$ cat src/rtl/top_pkg.sv
// Shared widths, mode bit positions and the divide-by-3 helper for the MOSFET evaluator.
// Optional build macro TOP_ROUND_EN switches every /3 to round half-up.
package top_pkg;

  localparam int unsigned OPW  = 3;
  localparam int unsigned RESW = 7;
  localparam int unsigned OUTW = 10;
  localparam int unsigned IW   = 10;

  localparam int unsigned MODE_ID_BIT    = 0;
  localparam int unsigned MODE_LARGE_BIT = 1;

  typedef logic [RESW-1:0] res_t;

  function automatic logic [IW-1:0] div3(input logic [IW-1:0] x);
`ifdef TOP_ROUND_EN
    return (x + IW'(1)) / IW'(3);
`else
    return x / IW'(3);
`endif
  endfunction

endpackage

$ cat src/rtl/mos_calc.sv
// Single-device evaluator: drain current or transconductance from W, V_GS, V_DS.
// Division behaviour follows TOP_ROUND_EN through top_pkg::div3.
module mos_calc
  import top_pkg::*;
(
  input  logic [OPW-1:0] W,
  input  logic [OPW-1:0] V_GS,
  input  logic [OPW-1:0] V_DS,
  input  logic           sel_id,
  output res_t           result
);

  logic [IW-1:0] w_e, vgs_e, vds_e, vov;
  logic [IW-1:0] id_x, gm_x, sel_x;
  logic          triode;

  always_comb begin
    w_e    = IW'(W);
    vgs_e  = IW'(V_GS);
    vds_e  = IW'(V_DS);
    vov    = vgs_e - IW'(1);
    triode = vov > vds_e;

    // Triode branch only taken when Vov > V_DS, so the subtraction never goes negative.
    if (triode) begin
      id_x = w_e * (((vov * vds_e) << 1) - (vds_e * vds_e));
      gm_x = (w_e * vds_e) << 1;
    end else begin
      id_x = w_e * vov * vov;
      gm_x = (w_e * vov) << 1;
    end

    sel_x  = sel_id ? id_x : gm_x;
    result = (V_GS == '0) ? '0 : RESW'(div3(sel_x));
  end

endmodule

$ cat src/rtl/top.sv
// Six-device gm / I_D evaluator: per-device compute, descending sort, weighted
// reduction of the larger or smaller half, one register stage. Honours TOP_ROUND_EN.
module top
  import top_pkg::*;
(
  input  logic            clk,
  input  logic            rst_n,
  input  logic            in_valid,
  input  logic [1:0]      mode,
  input  logic [OPW-1:0]  W_0, W_1, W_2, W_3, W_4, W_5,
  input  logic [OPW-1:0]  V_GS_0, V_GS_1, V_GS_2, V_GS_3, V_GS_4, V_GS_5,
  input  logic [OPW-1:0]  V_DS_0, V_DS_1, V_DS_2, V_DS_3, V_DS_4, V_DS_5,
  output logic            out_valid,
  output logic [OUTW-1:0] out_n
);

  logic [OPW-1:0] w   [6];
  logic [OPW-1:0] vgs [6];
  logic [OPW-1:0] vds [6];
  res_t           res [6];
  res_t           srt [6];
  res_t           tmp;
  logic [OUTW-1:0] a, b, c, sum;

  assign w   = '{W_0, W_1, W_2, W_3, W_4, W_5};
  assign vgs = '{V_GS_0, V_GS_1, V_GS_2, V_GS_3, V_GS_4, V_GS_5};
  assign vds = '{V_DS_0, V_DS_1, V_DS_2, V_DS_3, V_DS_4, V_DS_5};

  for (genvar g = 0; g < 6; g++) begin : g_dev
    mos_calc u_calc (
      .W      (w[g]),
      .V_GS   (vgs[g]),
      .V_DS   (vds[g]),
      .sel_id (mode[MODE_ID_BIT]),
      .result (res[g])
    );
  end

  // Bubble network, descending; equal values are left in place.
  always_comb begin
    tmp = '0;
    srt = res;
    for (int unsigned i = 0; i < 5; i++) begin
      for (int unsigned j = 0; j < 5 - i; j++) begin
        if (srt[j] < srt[j+1]) begin
          tmp      = srt[j];
          srt[j]   = srt[j+1];
          srt[j+1] = tmp;
        end
      end
    end
  end

  always_comb begin
    if (mode[MODE_LARGE_BIT]) begin
      a = OUTW'(srt[0]);
      b = OUTW'(srt[1]);
      c = OUTW'(srt[2]);
    end else begin
      a = OUTW'(srt[3]);
      b = OUTW'(srt[4]);
      c = OUTW'(srt[5]);
    end
    if (mode[MODE_ID_BIT])
      sum = (a << 1) + a + (b << 2) + (c << 2) + c;
    else
      sum = a + b + c;
  end

  always_ff @(posedge clk) begin
    if (!rst_n) begin
      out_valid <= 1'b0;
      out_n     <= '0;
    end else if (in_valid) begin
      out_valid <= 1'b1;
      out_n     <= sum;
    end else begin
      out_valid <= 1'b0;
      out_n     <= '0;
    end
  end

endmodule

$ cat config.mk
export PLATFORM = sky130hd
export DESIGN_NAME = top
export DESIGN_NICKNAME = d
export VERILOG_FILES = /design/src/rtl/top_pkg.sv /design/src/rtl/mos_calc.sv /design/src/rtl/top.sv
export SDC_FILE = /design/constraint.sdc
export NUM_CORES = 1
export LEC_CHECK = 0
export ABC_AREA = 1
export CORE_UTILIZATION = 55
export DETAILED_ROUTE_END_ITERATION = 10
export HOLD_SLACK_MARGIN = 0.15
export PLACE_DENSITY = 0.72
export SLEW_MARGIN = 20
export SYNTH_ARGS = -nofsm -noshare
export SYNTH_HDL_FRONTEND = slang
export SYNTH_SLANG_ARGS = --single-unit
export TNS_END_PERCENT = 5
$ cat constraint.sdc
create_clock -name clk -period 42.6 [get_ports clk]
set_input_delay 10.65 -clock clk [delete_from_list [all_inputs] [get_ports clk]]
set_output_delay 10.65 -clock clk [all_outputs]
set_load 0.01 [all_outputs]
# Word-level counts from Yosys, hierarchy flattened
# Index checks and enable logic that the tools add are counted.
dict set report word_totals {
  reg_bits 11
  latch_bits 0
  ramBits 0
  rom_bits 0
  output_inout_bits 11
  elab_cells 134
  n_memories 0
}
dict set report classes {
  addsub 18
  mul 36
  n_div 6
  magnitude_cmp 21
  eq_ne 0
  n_shift 0
  mux 44
  n_bitwise 0
  n_reduce_logical 7
}
# op count
set ops {}
lappend ops {{$mux 14} 15}
lappend ops {{$mux 10} 19}
lappend ops {{$mul 3x10->10} 12}
lappend ops {{$lt 7x7->1} 15}
lappend ops {{$mul 3x3->6} 12}
lappend ops {{$mux 7} 9}
lappend ops {{$add 10x10->10} 6}
lappend ops {{$div 10x2->10 const B} 6}
lappend ops {{$gt 10x3->1} 6}
lappend ops {{$mul 10x10->10} 6}
lappend ops {{$mul 10x3->9} 6}
lappend ops {{$sub 10x6->10} 6}
lappend ops {{$sub 3x1->4 const B} 6}
lappend ops {{$logic_not 3->1} 6}
lappend ops {{$reduce_and 2->1} 1}
lappend ops {{$mux 1} 1}

# Depth between registers and ports, before layout
dict set report depth {
  word_depth 32
  mapped_depth 186
  ltp_nobuf 173
}

# Modules after synthesis
# From an unflattened synthesis, not the netlist that was laid out.
dict set report hier_totals {
  hier_cells 4960
  hier_area_um2 30460.5
}
# module n_inst cells_each area_per_inst_um2 seq_area_each_um2
set by_module_without_submodules {}
lappend by_module_without_submodules {top 1 1350 7667.4 220.2}
lappend by_module_without_submodules {{mos_calc (g_dev[5].u_calc)} 1 618 3901.2 0.0}
lappend by_module_without_submodules {{mos_calc (g_dev[3].u_calc)} 1 600 3821.2 0.0}
lappend by_module_without_submodules {{mos_calc (g_dev[2].u_calc)} 1 610 3789.9 0.0}
lappend by_module_without_submodules {{mos_calc (g_dev[0].u_calc)} 1 592 3771.1 0.0}
lappend by_module_without_submodules {{mos_calc (g_dev[1].u_calc)} 1 592 3754.9 0.0}
lappend by_module_without_submodules {{mos_calc (g_dev[4].u_calc)} 1 598 3754.9 0.0}

# Least setup slack after synthesis
# Ideal clock, no wire load.
dict set report synth_path {
  path_kind {input port to flip-flop}
  start {input port V_GS_1[0]}
  end {register out_n[9]}
  arrival_time_ps 32916
  path_slack_ps 9607
  path_stages 162
  n_path_buf 14
  cell_sequence {buf_6 inv_6 nand3_4 nor2_1 inv_1 fa_1 inv_1 fa_1 nand3_1 nand3_1 nand2_1 nand2_1 inv_1 nand2_1 fa_1 inv_1 fa_1 inv_1 [126 not listed] nand2_4 buf_6 a21oi_1 a21oi_1 fa_1 fa_1 fa_1 inv_1 ha_1 inv_1 fa_1 o31ai_1 nand2_1 inv_1 nor2_1 nor2_1 nor3_1 nor3_1}
}
dict set report synth_between {
  elab_chain_cells 32
  word_cells_on_any_way 53
  cone_classes {add/sub (8); mul (4); div (1); order compare (16); mux (23); reduce/logical (1)}
}
# element line
set synth_rtl {}
lappend synth_rtl {{from (decl)} top.sv:11} ;# input logic [OPW-1:0] V_GS_0, V_GS_1, V_GS_2, V_GS_3, V_GS_4, V_GS_5,
lappend synth_rtl {{$sub 3x1->4} mos_calc.sv:21} ;# vov = vgs_e - IW'(1);
lappend synth_rtl {{$mul 10x3->9} mos_calc.sv:26} ;# id_x = w_e * (((vov * vds_e) << 1) - (vds_e * vds_e));
lappend synth_rtl {{$sub 10x6->10} mos_calc.sv:26}
lappend synth_rtl {{$mul 3x10->10} mos_calc.sv:26}
lappend synth_rtl {{$mux 10} mos_calc.sv:25} ;# if (triode) begin
lappend synth_rtl {{$mux 10} mos_calc.sv:33} ;# sel_x = sel_id ? id_x : gm_x;
lappend synth_rtl {{$div 10x2->10} top_pkg.sv:19} ;# return x / IW'(3);
lappend synth_rtl {{$mux 7 *} mos_calc.sv:34} ;# result = (V_GS == '0) ? '0 : RESW'(div3(sel_x));
lappend synth_rtl {{[13 not listed]} n/a}
lappend synth_rtl {{$mux 14} top.sv:45} ;# if (srt[j] < srt[j+1]) begin
lappend synth_rtl {{$lt 7x7->1} top.sv:45}
lappend synth_rtl {{$mux 14} top.sv:45}
lappend synth_rtl {{$lt 7x7->1} top.sv:45}
lappend synth_rtl {{$mux 14} top.sv:45}
lappend synth_rtl {{$mux 7} top.sv:55} ;# if (mode[MODE_LARGE_BIT]) begin
lappend synth_rtl {{$add 10x10->10 (4 in a row)} top.sv:65} ;# sum = (a << 1) + a + (b << 2) + (c << 2) + c;
lappend synth_rtl {{$mux 10 *} top.sv:64} ;# if (mode[MODE_ID_BIT])
lappend synth_rtl {{to (signal assigned)} top.sv:76} ;# out_n <= sum;
lappend synth_rtl {{to (decl)} top.sv:14} ;# output logic [OUTW-1:0] out_n
# Every way passes the cells marked *; elsewhere a longest branch is shown, timed or not.
# A chain may end at the register's enable or synchronous reset.

# Final worst setup path
# Ends and elaborated chain as after synthesis.

==> impl_results.md <==
- Pin count of the biggest net entering global routing: 71
- Post-synthesis share of cell area spent on full adders, half adders and majority gates: ~36%
- Launching element type of the critical path: input port
- Warnings, synthesis: 0
- Sum of negative setup slack: 0 ns
- Weighted congestion at the end of routability-driven global placement: 0.947
- Library cell contributing the largest single delay on the critical path: clkdlybuf4s50_1
- Kind of capture point of the worst setup path: register
- Worst max-slew margin expressed relative to the limit: between 40 and 50%
- Ys flop type: dfxtp_1
- Number of design rule violations left after detail routing: 0
- Congestion Overflow GR: 0
- Global-route wire length before repair: around 130000 µm
- Buffers on Ports: 69
- TritonCTS buffer count: 3
- Post-synthesis simple-gate area fraction: around a third
- Endpoint arrival time on the critical path: 36.37 ns
- Proportion of synthesized flip-flops having asynchronous set or reset: 0%
- Number of H-tree levels: 1
- Post-layout net count: 5855
- Cell type contributing the most total cell area after synthesis: ha_1
- Number of cells on the worst hold path: 3
- Full die area: 58200 µm²
- Post-cts hold buffer count: 0
- Max_cap viols: 0
- TritonCTS clock tree: built
- Minimum clock period after layout: 36.21 ns
- Initial Utilization: 55.8%
- Worst min path class: input port to register
- Root buffer cell: clkbuf_16
- Number of pins exceeding their max-slew limit in the final report: 0
- Leading cell type in the layout, fill and taps excluded: nand2_1
- Share of cells above drive strength 1: 4.97%
- Setup Crit Path Kind: input port to register
- Area fraction in compound gates after synthesis: 10.6%
- Area fraction of the dominant cell type after synthesis: about a fifth
- Unrepaired setup endpoints after global routing: false
- Sequential fraction of the synthesis area: 0.699%
- Total I/O pin count: 70
- Post-cts sizing count: 0
- 1st-iter DRT viols: 1662
- Setup violations, final: 0
- Routed wire length: 72700 µm
- Y dimension of the die: 241 µm
- Clock-pin slew of the registers on the worst-case setup and hold paths: roughly 0.04 ns
- Cell area after synthesis: between 30000 and 40000 µm²
- Outcome: finished, final reports clean
- Max Root-Sink Buffers: 2
- Number of vias per cell after detailed routing: roughly 5.1
- HPWL reported at the end of detailed placement: 62200 µm
- Routed length per placed instance: 12.5 µm
- Syn avg cell area: around 6.2 µm²
- Most frequent cell on the critical path: nand2_1
- Delay of the slowest critical-path stage: 0.67 ns
- Synth-to-Final Area Change: 3.49%
- Core Rows: 87
- Worst min-delay path startpoint: in_valid
- Total area of sequential cells: 220 µm²
- Via count of the first global-routing pass: 28.0k
- Highest net fanout along the worst path: 22
- Number of filler cells placed in the layout: about 5.7k
- Synthesized-area fraction occupied by xor and xnor cells: about 5.4%
- Worst-Margin Slew: 0.866 ns
- Cell count after synthesis: 5075
- Remaining antenna violation count: 0
- Tcrit/Tclk final: 85.0%
- Final antenna diode count: 0
- Number of buffers inserted to repair setup after CTS: 0
- DIE WIDTH: approximately 240 µm
- TritonCTS Sinks: 11
- Post-synthesis net count: 5881
- Commonest cells after routing, fill and taps aside: nand2_1 (1328), inv_1 (1073), ha_1 (471)
- Number of distinct library cell variants in the gate-level netlist after synthesis: 64
- Final Hold Vio Count: 0
- Proportion of synthesized area in mux cells: 0%
- Number of enable flip-flop cells after synthesis: 0
- Max Clock Freq: 27.6 MHz
- Number of synthesized register bits: 11
- Main combinational cell family by area after synthesis: adder cells
- Hold-critical path endpoint: out_n[6]
- Antenna violations before repair: 0
- Required time reported for the critical path endpoint: 42.76 ns
- Core region area: 56500 µm²
- Total track usage: 25.5%
- Count of TritonRoute iterations in the first routing pass: 6
- Footprint of the multi-input gates: 26400 µm²
- Biggest area contributors in the synthesized netlist: ha_1 (19%), fa_1 (18%), nand2_1 (16%)
- Via Count: 29.6k
per-layer routing:
metal	part of all wire, %	wire, µm	global-route usage (%)	vias up
met2	46	33600	44.4	503
met5	0	0	0	-
met4	0.90	652	3.15	0
li1	-	-	-	15577
met1	49	35800	35.6	13474
met3	3.6	2630	1.04	55
sequential cells by signal, indices dropped and copies added, names as in the netlist:
register / count
out_n: 10
out_valid: 1
cell families (layout without fill, tap and decap cells):
| family | count (synthesis) | in the layout |
|---|---|---|
| AOI/OAI and AO/OA | 589 | 589 |
| xor gates and xnor gates | 193 | 193 |
| adders and majority gates | 747 | 747 |
| buffers and inverters | 1235 | 1208 |
| DFF | 11 | 11 |
| and+or+nand+nor | 2300 | 2300 |
critical path, delay by kind of cell:
| kind | cells | cell delay, ns |
|---|---|---|
| fa+ha+maj | 23 | 9.07 |
| simple gates | 73 | 8.64 |
| compound gates | 16 | 4.10 |
| buf+inv | 36 | 3.88 |
synthesized netlist by cell type, types with 5 or more instances:
cell / number
a31oi_1: 23
xor2_1: 108
nand2_4: 18
nand4_1: 17
o21ai_1: 51
a31oi_2: 7
inv_2: 46
a21oi_1: 193
clkbuf_1: 59
or2_2: 32
nor3_1: 13
fa_1: 276
nor2_2: 11
o31ai_1: 9
xnor2_1: 84
nand2_2: 69
a32oi_1: 7
nor2_1: 408
nand3_2: 19
nand2_1: 1328
and2_1: 6
nor2_4: 16
buf_2: 6
a21o_1: 7
nand3_4: 5
dfxtp_1: 11
or2_1: 6
buf_6: 18
nand3b_1: 14
o21a_1: 8
o211ai_1: 20
inv_1: 1074
o21bai_1: 19
nand3_1: 331
buf_4: 10
o21ai_0: 219
clkinv_1: 6
ha_1: 471
layout make-up:
type,instances,share of cell area [%]
well taps,756,2.90
multi-input cells,3829,80.9
repair buffers,72,2.17
flip-flops and latches,11,0.675
inverters,1132,13.1
clock buffers,4,0.242
through the flow:
step                      util (%)  setup WS, ns  cell area, µm²  instances  hold slack, ns
after floorplan                  -          9.61           31500       5075           10.85
after global routing          57.7          3.84           32600       5804           11.14
after global placement        57.6          7.07           32500       5800           11.31
final                         57.7          6.39           32600       5804           11.08
after detailed placement      57.6          6.34           32500       5800           11.33
after CTS                     57.7          6.55           32600       5804           11.09
worst max path at each step:
| stage | from | endpoint | slack [ns] | depth (start not counted) |
|---|---|---|---|---|
| 3_3_place_gp | V_GS_1[0] | out_n[9] | 7.07 | 149 |
| 5_1_grt | V_GS_0[0] | out_n[9] | 3.84 | 147 |
| 6_report | V_GS_1[0] | out_n[9] | 6.39 | 148 |
| 2_1_floorplan | V_GS_1[0] | out_n[9] | 9.61 | 162 |
| 4_1_cts | V_GS_1[0] | out_n[9] | 6.55 | 148 |
| 3_5_place_dp | V_GS_1[0] | out_n[9] | 6.34 | 148 |
Power is not shown: default switching activity piles up to over one toggle a cycle in this logic, so the estimate is an artifact.
==> RTL edit, RTL diff (same flow settings) <==
Change the package constant `OUTW` from 10 to 5.
--- a/src/rtl/top_pkg.sv
+++ b/src/rtl/top_pkg.sv
@@ -6,3 +6,3 @@
   localparam int unsigned RESW = 7;
-  localparam int unsigned OUTW = 10;
+  localparam int unsigned OUTW = 5;
   localparam int unsigned IW   = 10;
Ports: changed (resized out_n); port bits go from 70 to 65. No check against the original RTL was run, so the function may have changed too.
==> RTL edit against the unedited design <==
Routed wire length shrank 3.1%. First-iteration DRC count grew 2.8%. Final area shrank 1.5%. Sequential cell count shrank 5. Worst setup slack gained 0.36 ns. Area after synthesis shrank 0.84%.
Power is left out: the tool's default activity adds up to more than one toggle a clock period on the data nets, which glitch-free logic cannot reach.
==> RTL edit: results (changes against the unedited design) <==
[synth]
yosysUniqueCellTypes=69  ; was 64
synth_common_cells=1268 x nand2_1, 1044 x inv_1, 464 x ha_1  ; was 1328 x nand2_1, 1074 x inv_1, 471 x ha_1
synth-main-ff-cell=dfxtp_1  ; unchanged
syn-num-nets=5747  ; was 5881
synth_seq_area_share=0.00385  ; was 0.00699
synth_area_leaders=ha_1 19%, fa_1 17%, nand2_1 15%  ; was ha_1 19%, fa_1 18%, nand2_1 16%

[critical_path]
arrival_ns=36.01  ; was 36.37 ns
critPathMaxFanout=21  ; was 22
slowest_delay_ns=0.70  ; was 0.67 ns

[grt]
grt_pass1_vias=27500  ; was 28000
gr-usage-met3=0.00884  ; was 0.0104
gr-usage-met2=0.443  ; was 0.444
antenna_found_initial=1  ; was 0
grt_max_degree=54  ; was 71
use_met1=0.343  ; was 0.356
grt_usage=0.251  ; was 0.255
grt_pass1_wl_um=124000  ; was 126000 um

[placed_design]
gp_congestion=0.956  ; was 0.947
portBuffers=64  ; was 69
hpwlAfterDp_um=60700  ; was 62200 um

[detailed_routing]
drt_iter0_drc=1708  ; was 1662
wl_met3_um=1950  ; was 2630 um
top_layer=met5  ; was met4
wire_per_inst_um=12.4  ; was 12.5 um
dr.pass1.iters=6  ; unchanged
route.met2.wl_um=33200  ; was 33600 um
viasPerCell=5.09  ; was 5.10
wl_met1_um=34000  ; was 35800 um

[clock_network]
clock-root-buffer=clkbuf_16  ; unchanged
htreeDepth=1  ; unchanged

[min_path]
min_path_cells=3  ; unchanged
hold_path_class=input port to flip-flop  ; unchanged

[cells_and_area]
drive_above_1_share=0.0696  ; was 0.0497
antenna_cells=0  ; unchanged
reg_top3=out_n: 5 flops, out_valid: 1 flops  ; was out_n: 10 flops, out_valid: 1 flops

[timing]
slew_headroom=0.450  ; was 0.423

[outcome]
status=finished clean  ; unchanged

[RTL edit: changes by cell type after synthesis, moves of 14 or more]
| cell | delta |
|---|---|
| fa_1 | -15 |
| inv_1 | -30 |
| a21oi_1 | -15 |
| nand3_1 | -36 |
| nand3b_1 | +14 |
| nor2_1 | -40 |
| nand2_2 | +61 |
| nand2_1 | -60 |
| nand3_2 | +24 |
[RTL edit: through the flow]
stage / area, um^2 / setup WS [ns] / hold WS, ns / instances
after floorplan: 31200 / 10.38 / 10.85 / 4963
after global placement: 32000 / 7.26 / 11.31 / 5674
final: 32100 / 6.75 / 11.08 / 5677
after CTS: 32100 / 6.91 / 11.08 / 5677
after global routing: 32100 / 4.28 / 11.13 / 5677
after detailed placement: 32000 / 6.70 / 11.32 / 5674
[RTL edit: cells by family after synthesis]
| kind of cell | share of synthesized area |
|---|---|
| flops | 0.00385 |
| buf+inv | 0.158 |
| compound gates | 0.0994 |
| simple gates | 0.328 |
| xor+xnor | 0.0575 |
| fa+ha+maj | 0.353 |
[RTL edit: path summary, 6_finish.rpt]
check  startpoint                   to  slack (ns)
max     V_GS_0[0]  out_n[4]$_SDFF_PN0_        6.75
min         rst_n  out_n[4]$_SDFF_PN0_       11.08
[RTL edit: final cells by class]
class                   instances  area [um^2]
clock buffers                   3         75.1
fillers                      5619        23500
inverters                    1094         4140
multi-input cells            3758        26200
flip-flops and latches          6          120
well taps                     748          936
repair buffers                 68          666
[RTL edit: critical path: cells and delay by family]
family,cells,cell delay [ns]
adders and majority gates,22,8.28
and+or+nand+nor,58,7.42
AOI/OAI and AO/OA,26,5.84
buffers and inverters,33,3.75
